==> config.mk <==
export PLATFORM = sky130hd
export DESIGN_NAME = dm_store_buffer
export DESIGN_NICKNAME = d
export VERILOG_FILES = /design/src/rtl/dm_store_buffer.sv
export SDC_FILE = /design/constraint.sdc
export NUM_CORES = 1
export LEC_CHECK = 0
export ABC_AREA = 1
export CAP_MARGIN = 0
export CORE_UTILIZATION = 23
export DETAILED_ROUTE_END_ITERATION = 8
export GPL_TIMING_DRIVEN = 1
export PLACE_DENSITY_LB_ADDON = 0.2
export SYNTH_ARGS = -nofsm -noshare
export SYNTH_HDL_FRONTEND = slang
export SYNTH_SLANG_ARGS = --single-unit
==> constraint.sdc <==
create_clock -name clk -period 12.17 [get_ports clk]
set_clock_uncertainty 0.1 [all_clocks]
set_input_delay 2.434 -clock clk [delete_from_list [all_inputs] [get_ports clk]]
set_output_delay 2.434 -clock clk [all_outputs]
set_load 0.02 [all_outputs]
==> src/rtl/dm_store_buffer.sv <==
// Posted-write store buffer: circular FIFO of aligned stores drained to memory over req/ack,
// with a load hazard check. Define WB_FORWARD_EN to forward pending bytes instead of stalling loads.
module dm_store_buffer #(
    parameter int DEPTH = 4
) (
    input  logic        clk,
    input  logic        reset,
    input  logic        st_valid,
    input  logic [31:0] st_addr,
    input  logic [3:0]  st_byteen,
    input  logic [31:0] st_wdata,
    output logic        st_stall,
    input  logic        ld_valid,
    input  logic [31:0] ld_addr,
    output logic        ld_stall,
    output logic [3:0]  ld_fwd_mask,
    output logic [31:0] ld_fwd_data,
    output logic        mem_req,
    output logic [31:0] mem_addr,
    output logic [3:0]  mem_byteen,
    output logic [31:0] mem_wdata,
    input  logic        mem_ack,
    output logic        empty
);

    localparam int PTR_W = $clog2(DEPTH);
    localparam int CNT_W = PTR_W + 1;

    logic [29:0]      entry_addr_r   [DEPTH];
    logic [3:0]       entry_byteen_r [DEPTH];
    logic [31:0]      entry_wdata_r  [DEPTH];
    logic [DEPTH-1:0] entry_vld_r;
    logic [PTR_W-1:0] rd_ptr_r;
    logic [PTR_W-1:0] wr_ptr_r;
    logic [CNT_W-1:0] count_r;

    logic             full_s;
    logic             push_s;
    logic             pop_s;
    logic [DEPTH-1:0] match_s;
    logic             unused_s;

    // Word-offset bits are irrelevant to both the queue and the hazard check.
    assign unused_s = ^{st_addr[1:0], ld_addr[1:0]};

    assign full_s   = (count_r == CNT_W'(DEPTH));
    assign push_s   = st_valid & ~full_s & (st_byteen != 4'b0000);
    assign pop_s    = mem_req & mem_ack;

    assign st_stall   = st_valid & full_s;
    assign empty      = (count_r == CNT_W'(0));
    assign mem_req    = (count_r != CNT_W'(0));
    assign mem_addr   = {entry_addr_r[rd_ptr_r], 2'b00};
    assign mem_byteen = entry_byteen_r[rd_ptr_r];
    assign mem_wdata  = entry_wdata_r[rd_ptr_r];

    // Pointer and occupancy bookkeeping; push and pop together leave count unchanged.
    always_ff @(posedge clk or posedge reset) begin
        if (reset) begin
            rd_ptr_r <= PTR_W'(0);
            wr_ptr_r <= PTR_W'(0);
            count_r  <= CNT_W'(0);
        end else begin
            if (push_s) begin
                wr_ptr_r <= wr_ptr_r + PTR_W'(1);
            end
            if (pop_s) begin
                rd_ptr_r <= rd_ptr_r + PTR_W'(1);
            end
            case ({push_s, pop_s})
                2'b10:   count_r <= count_r + CNT_W'(1);
                2'b01:   count_r <= count_r - CNT_W'(1);
                default: count_r <= count_r;
            endcase
        end
    end

    // Entry storage; contents are cleared on reset so the memory-side outputs read as zero.
    always_ff @(posedge clk or posedge reset) begin
        if (reset) begin
            for (int i = 0; i < DEPTH; i++) begin
                entry_addr_r[i]   <= 30'b0;
                entry_byteen_r[i] <= 4'b0000;
                entry_wdata_r[i]  <= 32'b0;
            end
            entry_vld_r <= '0;
        end else begin
            if (push_s) begin
                entry_addr_r[wr_ptr_r]   <= st_addr[31:2];
                entry_byteen_r[wr_ptr_r] <= st_byteen;
                entry_wdata_r[wr_ptr_r]  <= st_wdata;
                entry_vld_r[wr_ptr_r]    <= 1'b1;
            end
            // Push and pop never target the same slot: push needs count<DEPTH, pop needs count>0.
            if (pop_s) begin
                entry_vld_r[rd_ptr_r] <= 1'b0;
            end
        end
    end

    // Per-entry word match against the load address, using registered entries only.
    always_comb begin
        match_s = '0;
        for (int i = 0; i < DEPTH; i++) begin
            match_s[i] = entry_vld_r[i] & (entry_addr_r[i] == ld_addr[31:2]);
        end
    end

`ifdef WB_FORWARD_EN
    logic [3:0]  fwd_mask_s;
    logic [31:0] fwd_data_s;

    // Walk oldest to newest so the newest matching entry owns each lane.
    always_comb begin : fwd_merge
        logic [PTR_W-1:0] idx;
        logic             hit;
        fwd_mask_s = 4'b0000;
        fwd_data_s = 32'b0;
        idx        = rd_ptr_r;
        hit        = 1'b0;
        for (int k = 0; k < DEPTH; k++) begin
            idx = rd_ptr_r + PTR_W'(k);
            for (int b = 0; b < 4; b++) begin
                hit                 = match_s[idx] & entry_byteen_r[idx][b];
                fwd_mask_s[b]       = fwd_mask_s[b] | hit;
                fwd_data_s[8*b +: 8] = hit ? entry_wdata_r[idx][8*b +: 8] : fwd_data_s[8*b +: 8];
            end
        end
    end

    assign ld_stall    = ld_valid & 1'b0;
    assign ld_fwd_mask = fwd_mask_s;
    assign ld_fwd_data = fwd_data_s;
`else
    assign ld_stall    = ld_valid & (|match_s);
    assign ld_fwd_mask = 4'b0000;
    assign ld_fwd_data = 32'b0;
`endif

endmodule

==> flow_summary.yaml <==
yosys:
  synth_seq_cells: 275
  synth-seq-area-share: 0.462
  ys_types: 28
  syn_inst: 2033
  syn_avg_cell_area_sq_um: 7.32
  syn_area_sq_mm: 0.0149
  yosysWarnings: 0
floorplanning:
  core-area_sq_mm: 0.0635
  rows: 92
  die_w_um: 256
  start_util: 0.234
  fp.dieH_um: 256
  ios: 213
  die-area_sq_mm: 0.0657
setup_path:
  reg2reg_to: "entry_addr_r[109]$_DFFE_PP0P_"
  ff2ff_path_depth: 7
  worstSetupStartpointType: "primary input"
  regToRegSetupSlack_ps: 8440
  r2r_start: "count_r[2]$_DFFE_PP0P_"
  crit_path_end_kind: "primary output"
  worstPathArrival_ps: 4960
  path_class: "in2out"
  crit_required_ps: 9640
  path_max_fanout: 5
finish:
  final_core_util: 0.286
  drive_gt1_frac: 0.0413
  mostFrequentLayoutCell: "nand2_1"
  area_delta_synth_final_pct: 22.3
  fin_cells: 3002
  num-nets-final: 2243
  register_area_sq_mm: 0.00689
  n_fill_cell: 6907
  layout_common_cells: "nand2_1 (703), o21ai_0 (305), dfrtp_1 (273)"
  multi_input_area_sq_mm: 0.00669
clock_network:
  clk_latency_ps: 550
  clkTransAtPathRegs_ps: 60
  cts_tree: "built"
  numCtsBuffers: 36
  cts_max_path_buffers: 3
  cts_hold_buf: 0
  cts_resized: 0
  h-tree-depth: 2
  cts_setup_buffers: 0
  cts_root_buf: "clkbuf_16"
  clock_sinks: 275
timing:
  setup_tns_ps: 0
  fin_crit_sh: 0.616
  drv_slew: 0
  min_period_ps: 7500
  rsz0062_at_grt: "false"
  worst_pin_slew_ps: 1020
  finalSetupViolations: 0
  slew_headroom: 0.318
  hold_viol_final: 0
  whs_ps: 373
  fmax_ghz: 0.133
  final.setup.worst_slack_ps: 4670
drt:
  wl_met1_um: 25300
  drtIter0Drc: 921
  routed.top_layer: "met5"
  vias: 13700
  drc_errors: 0
  wl_per_cell_um: 19.2
  wl_met3_um: 3370
  vias_per_cell: 4.56
  antenna_left: 0
  wl_met2_um: 27400
  first_pass_iters: 6
  drt_wl_total_um: 57700
global_route:
  grt-ovfl-total: 0
  grt_max_degree: 149
  grtUsageTotal: 0.174
  antenna_found_initial: 3
  grt_pass1_wl_um: 86600
  grt_pass1_vias: 13700
placement:
  place_ws_ps: 4730
  port-buffer-count: 170
  gp_congestion: 0.853
  hpwl_um: 34900
  dp.cells: 2936
min_path:
  hp-class: "reg2reg"
  holdPathStages: 2
  hold_start: "entry_wdata_r[87]$_DFFE_PP0P_"
  min_to: "entry_wdata_r[87]$_DFFE_PP0P_"
flow_run:
  cap_violations: 0
outcome:
  status: "completed"
power_and_ir_drop:
  leakagePower_nw: 8.42
  power_density_mw_per_mm2: 294
  ir_drop_uv: 115
-- routing by layer --
layer,up-vias,GRT usage
met5,-,0
met4,4,0.0551
met3,86,0.0339
met2,401,0.292
met1,6615,0.222
li1,6580,-
-- cells by family after synthesis --
family,count (synthesis),synth area share
XOR/XNOR,52,0.0306
AO/OA/AOI/OAI,509,0.176
AND/OR/NAND/NOR,870,0.224
other,1,0.000252
adder cells (fa/ha/maj),10,0.00891
flip-flops,275,0.462
buffers and inverters,316,0.0985
-- per-stage QoR --
step | cell area, sq um | total power [mW]
2_1_floorplan | 15000 | 3.19
3_3_place_gp | 17000 | 4.31
3_5_place_dp | 17000 | 4.35
4_1_cts | 18200 | 5.43
5_1_grt | 18200 | 5.76
6_report | 18200 | 5.36
-- state kept, by name (all words and copies together), names as in the netlist --
signal          flops
entry_byteen_r     16
entry_vld_r         4
entry_addr_r      120
rd_ptr_r            2
wr_ptr_r            2
entry_wdata_r     128
count_r             3
-- cell type report --
class                           instances  area share
Sequential cell                       275       0.378
Multi-Input combinational cell       1479       0.368
Timing Repair Buffer                  186       0.101
Clock buffer                           53      0.0591
Tap cell                              846      0.0582
Inverter                              150      0.0315
Clock inverter                         12     0.00399
Antenna cell                            1    0.000138
-- power breakdown --
part | internal [mW] | total [mW] | switching, mW
clock network | 0.614 | 1.05 | 0.441
registers | 1.34 | 1.64 | 0.295
logic | 0.924 | 2.66 | 1.74
total | 2.88 | 5.36 | 2.47
-- critical path: stages --
cell             delay [ps]
clkdlybuf4s50_1         590
inv_1                   110
a21boi_0                510
nand2_1                 100
nor2_1                  120
nand2_1                 100
nor2_1                  120
nand2_1                  60
nand2_1                  50
nor2_1                   80
nor2_1                   90
clkdlybuf4s50_1         600
-- synth_stat cells, drive strengths merged --
cell,number,area share
clkinv,1,0.00025
a21oi,50,0.017
inv,149,0.038
o21ai,411,0.14
a21boi,4,0.0020
nor4,1,0.00042
nand4,11,0.0046
nor3,2,0.00067
buf,78,0.038
ha,9,0.0076
nand3b,1,0.0013
fa,1,0.0013
conb,1,0.00025
nor2,150,0.039
nand2,703,0.18
nand3,2,0.00067
o22ai,42,0.018
o211ai,2,0.0010
xnor2,45,0.026
xor2,7,0.0041
dfrtp,275,0.46
clkbuf,88,0.022
-- worst max path at each step --
stage                start                endpoint  slack (ps)  depth (start not counted)
2_1_floorplan        reset  count_r[0]$_DFFE_PP0P_        2060                          1
3_3_place_gp   ld_addr[22]                ld_stall        4640                         12
3_5_place_dp   ld_addr[22]                ld_stall        4730                         12
4_1_cts        ld_addr[22]                ld_stall        4710                         12
5_1_grt        ld_addr[22]                ld_stall        4610                         12
6_report       ld_addr[22]                ld_stall        4670                         12
(Power assumes the default switching activity.)
==> variant (same settings) <==
`DEPTH`: 4 -> 8.
--- a/src/rtl/dm_store_buffer.sv
+++ b/src/rtl/dm_store_buffer.sv
@@ -2,5 +2,5 @@
 // with a load hazard check. Define WB_FORWARD_EN to forward pending bytes instead of stalling loads.
 module dm_store_buffer #(
-    parameter int DEPTH = 4
+    parameter int DEPTH = 8
 ) (
     input  logic        clk,
Behaviour: not the same (a bounded check fails within 10 cycles, from zero or initial values and one cycle with reset high).
==> variant against the unedited design <==
Synthesized cell count grew 82%. Synthesized area grew 90%. Worst setup slack lost 470 ps. Count of clock-buffer cells in the layout grew 50. Global-route usage increased by 0.71 points. Sequential power increased by 99%. Worst hold slack better by 2.5 ps. Wire length increased by 98%. Total power is 81% higher. Cell area rose by 83%. First-iteration DRC count grew to 2.5 times the old value. Die area increased by 89%. Critical path depth grew 1. Sequential cell count is 271 higher. Largest cell class unchanged.
==> variant: results (changes against the unedited design) <==
| Metric | Value |
|---|---|
| CTS Sinks | `546 (was 275)` |
| Hold Crit Start | `entry_wdata_r[3] (was entry_wdata_r[87])` |
| Comb_multi_in | `2570 (was 1479)` |
| Hold path endpoint | `entry_wdata_r[3] (was entry_wdata_r[87])` |
| Syn-to-layout area delta | `17.4% (was 22.3%)` |
| GRT Resource Usage Total | `0.181 (was 0.174)` |
| Non-clk buf share | `0.0587 (was 0.101)` |
| Area of the multi-input gates | `12000 um2 (was 6690 um2)` |
| M2 GR Usage | `0.293 (was 0.292)` |
| Seq pwr share | `0.337 (was 0.306)` |
| Status | `completed (unchanged)` |
| Largest regs | `entry_wdata_r (256), entry_addr_r (240), entry_byteen_r (32) (was entry_wdata_r (128), entry_addr_r (120), entry_byteen_r (16))` |
| Met3 wire len | `6600 um (was 3370 um)` |
| Share of cells above drive strength 1 | `0.0412 (was 0.0413)` |
| # fillers | `13400 (was 6907)` |
| First-pass GRT wire length | `167000 um (was 86600 um)` |
| Arr. time, crit path | `5440 ps (was 4960 ps)` |
| Met3 Use GR | `0.0280 (was 0.0339)` |
| Largest net degree at the start of global routing | `192 (was 149)` |
| Post-DP HPWL | `73600 um (was 34900 um)` |
| Pre-CTS setup slack | `4210 ps (was 4730 ps)` |
| Synth cell count leaders | `nand2_1 (1159), o21ai_0 (659), dfrtp_1 (546), inv_1 (346), nor2_1 (262) (was nand2_1 (703), o21ai_0 (305), dfrtp_1 (275), inv_1 (148), nor2_1 (146))` |
| Netlist Area Pre-Place | `28300 um2 (was 14900 um2)` |
| Maximum vdd drop | `0.219 mV (was 0.115 mV)` |
| Pleak | `15.0 nW (was 8.42 nW)` |
| Cell internal pwr | `5.34 mW (was 2.88 mW)` |
| Initial antenna violation count | `10 (was 3)` |
| Iteration-0 DRC Markers | `2328 (was 921)` |
| Distinct cells, synth | `40 (was 28)` |
-- variant: cell count changes after synthesis, moves of 22 or more --
cell	delta
inv_1	+198
o2111ai_1	+60
buf_2	+51
xnor2_1	-22
o211ai_1	+107
dfrtp_1	+271
nand2_1	+456
o22ai_1	-42
o21ai_0	+354
nor2_1	+116
o21a_1	+44
-- variant: kinds of logic after synthesis --
logic type | Yosys count | synth area share
adders and majority gates | 5 | 0.00221
buffers and inverters | 624 | 0.0986
xor gates and xnor gates | 43 | 0.0133
AOI/OAI and AO/OA | 1034 | 0.206
DFF | 546 | 0.483
other | 1 | 0.000132
and+or+nand+nor | 1450 | 0.197
-- variant: per-stage QoR --
step	hold slack, ps	total power [mW]	instances	util
6_report	375	9.67	5417	0.273
3_3_place_gp	361	7.67	5300	0.255
4_1_cts	382	9.80	5415	0.273
3_5_place_dp	368	7.71	5300	0.255
5_1_grt	396	10.4	5415	0.273
2_1_floorplan	348	5.80	3740	-
